### config.mk
export PLATFORM = sky130hd
export DESIGN_NAME = fifo_rr_sched
export DESIGN_NICKNAME = d
export VERILOG_FILES = /design/src/rtl/fifo_sched_pkg.sv /design/src/rtl/rr_arbiter.sv /design/src/rtl/fifo_rr_sched.sv
export SDC_FILE = /design/constraint.sdc
export NUM_CORES = 1
export LEC_CHECK = 0
export BUFFER_PORTS_ARGS = -buffer_cell sky130_fd_sc_hd__buf_2
export CORE_MARGIN = 4
export CORE_UTILIZATION = 44
export CTS_BUF_LIST = sky130_fd_sc_hd__clkbuf_4 sky130_fd_sc_hd__clkbuf_8
export CTS_CLUSTER_DIAMETER = 150
export DETAILED_ROUTE_END_ITERATION = 10
export PLACE_DENSITY = 0.86
export SYNTH_ARGS = -nofsm -noshare
export SYNTH_HDL_FRONTEND = slang
export SYNTH_SLANG_ARGS = --single-unit
### constraint.sdc
create_clock -name clk -period 1.7 [get_ports clk]
set_input_delay 0.255 -clock clk [delete_from_list [all_inputs] [get_ports clk]]
set_output_delay 0.255 -clock clk [all_outputs]
set_load 0.1 [all_outputs]
### src/rtl/fifo_sched_pkg.sv
// Shared types for the flux scheduler: FSM state encoding and one-hot to index helper.
// Purely declarative, no latency or backpressure of its own.
package fifo_sched_pkg;

    localparam int MAX_FLUX = 32;

    typedef enum logic [1:0] {
        IDLE,
        RUN,
        DRAIN
    } state_t;

    // Callers zero-extend their one-hot vector to MAX_FLUX bits; a zero vector maps to 0.
    function automatic int onehot_idx(input logic [MAX_FLUX-1:0] oh);
        int idx;
        idx = 0;
        for (int i = 0; i < MAX_FLUX; i++) begin
            if (oh[i]) idx = i;
        end
        return idx;
    endfunction

endpackage

### src/rtl/rr_arbiter.sv
// Round-robin pick: first set req bit scanning upward from ptr with wrap; one-hot or zero gnt.
// Purely combinational, zero latency; a flux that is not requesting is simply skipped.
module rr_arbiter #(
    parameter  int N  = 2,
    localparam int PW = $clog2(N)
) (
    input  logic [N-1:0]  req,
    input  logic [PW-1:0] ptr,
    output logic [N-1:0]  gnt
);

    logic found;

    always_comb begin
        gnt   = '0;
        found = 1'b0;
        for (int i = 0; i < N; i++) begin
            for (int j = 0; j < N; j++) begin
                if (!found && req[j] && (j == (int'(ptr) + i) % N)) begin
                    gnt[j] = 1'b1;
                    found  = 1'b1;
                end
            end
        end
    end

endmodule

### src/rtl/fifo_rr_sched.sv
// Round-robin reader of a shared tagged FIFO into per-flux output registers; read is combinational,
// words visible one cycle after the read; a flux is only read when its register is empty or draining.
module fifo_rr_sched
    import fifo_sched_pkg::*;
#(
    parameter  int DATA_WIDTH = 8,
    parameter  int FLUX       = 2,
    localparam int TAG_WIDTH  = $clog2(FLUX),
    localparam int WIDTH      = DATA_WIDTH + TAG_WIDTH
) (
    input  logic                                clk,
    input  logic                                rst,
    input  logic                                en,
    input  logic [FLUX-1:0]                     mask,
    input  logic [FLUX-1:0]                     empty,
    input  logic [WIDTH-1:0]                    fifo_dout,
    output logic [FLUX-1:0]                     read,
    output logic [FLUX-1:0]                     out_valid,
    output logic [FLUX-1:0][DATA_WIDTH-1:0]     out_data,
    input  logic [FLUX-1:0]                     out_ready,
    output logic                                busy,
    output logic                                tag_err
);

    state_t                 state;
    logic [TAG_WIDTH-1:0]   rr_ptr;
    logic [FLUX-1:0]        elig;
    int                     gnt_idx;
    logic [TAG_WIDTH-1:0]   gnt_tag;
    logic [TAG_WIDTH-1:0]   next_ptr;
    logic [TAG_WIDTH-1:0]   word_tag;

    // A full register may be refilled on the same edge it is drained.
    always_comb begin
        elig = '0;
        if (state == RUN) elig = mask & ~empty & (~out_valid | out_ready);
    end

    rr_arbiter #(.N(FLUX)) u_arb (
        .req (elig),
        .ptr (rr_ptr),
        .gnt (read)
    );

    always_comb begin
        gnt_idx = onehot_idx(MAX_FLUX'(read));
    end

    assign gnt_tag  = TAG_WIDTH'(gnt_idx);
    assign next_ptr = (gnt_idx == FLUX - 1) ? '0 : TAG_WIDTH'(gnt_idx + 1);
    assign word_tag = fifo_dout[WIDTH-1 -: TAG_WIDTH];

    always_ff @(posedge clk or posedge rst) begin
        if (rst) begin
            rr_ptr    <= '0;
            out_valid <= '0;
            out_data  <= '0;
            tag_err   <= 1'b0;
        end else begin
            for (int f = 0; f < FLUX; f++) begin
                if (read[f]) begin
                    out_data[f]  <= fifo_dout[DATA_WIDTH-1:0];
                    out_valid[f] <= 1'b1;
                end else if (out_ready[f]) begin
                    out_valid[f] <= 1'b0;
                end
            end
            if (|read) begin
                rr_ptr <= next_ptr;
                if (word_tag != gnt_tag) tag_err <= 1'b1;
            end
        end
    end

    // busy is registered alongside the state so it never glitches with the inputs.
    always_ff @(posedge clk or posedge rst) begin
        if (rst) begin
            state <= IDLE;
            busy  <= 1'b0;
        end else begin
            case (state)
                IDLE: begin
                    if (en) begin
                        state <= RUN;
                        busy  <= 1'b1;
                    end
                end
                RUN: begin
                    if (!en) state <= DRAIN;
                end
                DRAIN: begin
                    if (en) begin
                        state <= RUN;
                    end else if (out_valid == '0) begin
                        state <= IDLE;
                        busy  <= 1'b0;
                    end
                end
                default: begin
                    state <= IDLE;
                    busy  <= 1'b0;
                end
            endcase
        end
    end

endmodule

==> impl_results.md <==
- Maximum resistive drop on vdd: 1.36 mV
- Final non-filler cell area: 1460 µm²
- First-pass GRT wire length: ~3.7 mm
- Cell Area, Synth: 967 µm²
- Synth top area cells: dfrtp_1, mux2_4, mux2_2, inv_1, nand2b_4
- Gr usage total: 0.180
- Via Count: 752
- WS Path Type: reg -> out
- # DRC: 0
- Port buffer count: 39
- Via density per instance: ~5.1
- First drt pass iteration count: 4
- Area share of the largest cell type after synthesis: 0.595
- Setup crit start kind: flop
- Inst Count DP: around 140
- Post-layout util: 0.723
- R2r endpoint: out_data[5]
- Dominant cell by count in the synthesized netlist: dfrtp_1
- M1 WL: 1.04 mm
- RSZ-0062 raised after global routing: yes
- Die area: 3010 µm²
- Chain of cells forming the critical path: nand2b_4 > or4b_4 > a21o_1 > clkinvlp_4 > buf_12
- Largest net degree at the start of global routing: 14
- Post-synthesis async set-or-reset flop share: 1.00
- Post-Syn Nets: a little over 80
- CTS H-tree depth: 1
- WL met3: between 150 and 200 µm
- Remaining antenna violation count: 0
- Layout Cells excl Fill: approximately 150
- Die Width: 54.9 µm
- Slew @ Worst Pin: 0.511 ns
- Relative slew slack: 0.662
- CP Max Fanout: 2
- Final setup viols: 19
- CTS tree: done
- Top sig layer: met4
- Vias in the first global route: 774
- # nets final: between 100 and 150
- CTS max path bufs: 2
- Starting Density: 0.478
- WHS Endpoint: state[1]
- Synth top cells by count: dfrtp_1, mux2_2, mux2_4, inv_1
- DP Area: 1370 µm²
- Post-layout minimum cycle time: 2.07 ns
- WL met2: 1.25 mm
- HP Class: in -> reg
- Num rows: 16
- Die Ht: ~55 µm
- Worst path max stage delay: 0.51 ns
- Slew Limit Fails: 0
- Syn_area_per_cell: 14.9 µm²
- Num ports: 40
- Status: complete, but fails checks
- Layout area overhead: 51.2%
- Final period utilization: 1.22
- Placer Congestion: 0.722
- Max Cap Viol: 0
- Worst reg2reg setup slack: -0.23 ns
- Core Region: between 2000 and 2500 µm²
- Post-Synthesis Cells: 65
- Data arrival, critical path: 1.82 ns
- Clk_lat worst skew: 0.30 ns
- Post-route setup slack: -0.370 ns
- Clock transition at the registers of the reported paths: 0.12 ns
- Power Density: 1620 nW/µm²
- Distinct cells, synth: 23
- Seq/Total Area, Yosys: 0.595
- Req. time, crit path: 1.44 ns
- Num CTS Buffers: 3
- Final wirelength: ~2.5 mm
- Grt ovf: 0
- Drt wl/cell: 16.9 µm
- Yosys warnings: 0
- Initial DRC Count: 14
- Skew final: 0.00222 ns
- Leak: 0.000746 µW
- Hold Crit Start: en
- Hold Crit Depth: 2
- FF-to-FF Start: out_valid[0]
- Critical path endpoint category: primary output
- Fin. Hold Viols: 0
- Final HPWL DP: approximately 1.8 mm
- Main synth FF type: dfrtp_1
- CTS root buf: clkbuf_4
- ANT cells: 0
- Layout cells sized above 1: 0.694
- R2R cell count: 6
- Synth Register Bits: 23
- Initial antenna violation count: 0
- Cell taking the most area after synthesis: dfrtp_1
- Failing checks: negative setup slack
- CTS sink cnt: 23
- Max Freq: just under 500 MHz
- Post-synth EDFFs: 0
- Crit path max-delay cell type: dfrtp_4
worst max path at each step:
| stage | start | to | slack, ns | cells after the start |
|---|---|---|---|---|
| 4_1_cts | out_valid[0] | read[0] | -0.37 | 5 |
| 3_3_place_gp | out_valid[0] | out_data[0] | -0.08 | 5 |
| 2_1_floorplan | out_valid[0] | read[0] | -0.41 | 5 |
| 5_1_grt | state[1] | read[1] | -0.43 | 6 |
| 6_report | out_valid[0] | read[0] | -0.37 | 5 |
| 3_5_place_dp | out_valid[0] | out_data[0] | -0.13 | 5 |
cell families (layout without fill, tap and decap cells):
kind of cell,count (synthesis),in the layout,synth area share
compound gates,9,9,0.0647
buf+inv,6,62,0.0349
flops,23,23,0.595
mux,17,17,0.224
simple gates,10,10,0.0815
report_power, final:
group | switching (µW) | internal, µW
logic | 1060 | 300
clock network | 161 | 87.8
registers | 81.7 | 677
through the flow:
stage | setup slack [ns] | total power (µW) | TNS (ns) | hold WS (ns)
2_1_floorplan | -0.406 | 1880 | -4.22 | 0.257
3_5_place_dp | -0.129 | 2110 | -1.35 | 0.310
3_3_place_gp | -0.0836 | 2090 | -0.684 | 0.292
6_report | -0.370 | 2370 | -3.50 | 0.130
4_1_cts | -0.375 | 2380 | -3.89 | 0.132
5_1_grt | -0.431 | 2450 | -4.45 | 0.130
repair_timing:
| item | 4_1_cts | 5_1_grt |
|---|---|---|
| buffers inserted | 4 | 2 |
| pin swaps | 2 | 2 |
| endpoints found under the setup margin | 18 | 20 |
| hold endpoints to repair | 12 | 0 |
| resized for setup | 4 | 3 |
| cloned | 0 | 0 |
| hold buffers | 1 | 0 |
worst max-delay path, delay by kind of cell, from the launching register on:
family / cells / cell delay (ns)
buf+inv: 2 / 0.26
flops: 1 / 0.51
compound gates: 1 / 0.21
simple gates: 2 / 0.54
cell usage in the layout, fill, tap and decap left out, drive strengths merged, types with 2 or more instances in the layout:
master,n
a21oi,2
buf,53
clkbuf,3
dfrtp,23
inv,3
mux2,16
nand2b,2
nor2b,2
or2,2
state kept, by name, summed over array words and instances (netlist names):
signal,flops
out_data,16
busy,1
state,2
rr_ptr,1
tag_err,1
out_valid,2
metal layers:
metal / track usage / vias up
met2: 0.285 / 29
met4: 0.0913 / 0
met1: 0.235 / 377
met5: 0 / -
met3: 0.0300 / 6
li1: - / 340
layout make-up:
cell class	instances	area [µm²]
tap	27	33.8
fill	142	559
multi-input combinational	36	424
inverter	4	18.8
clock inverter	1	5.00
clock buffer	3	22.5
sequential	23	583
timing repair buffer	54	375
Power figures use the tool's default switching activity.
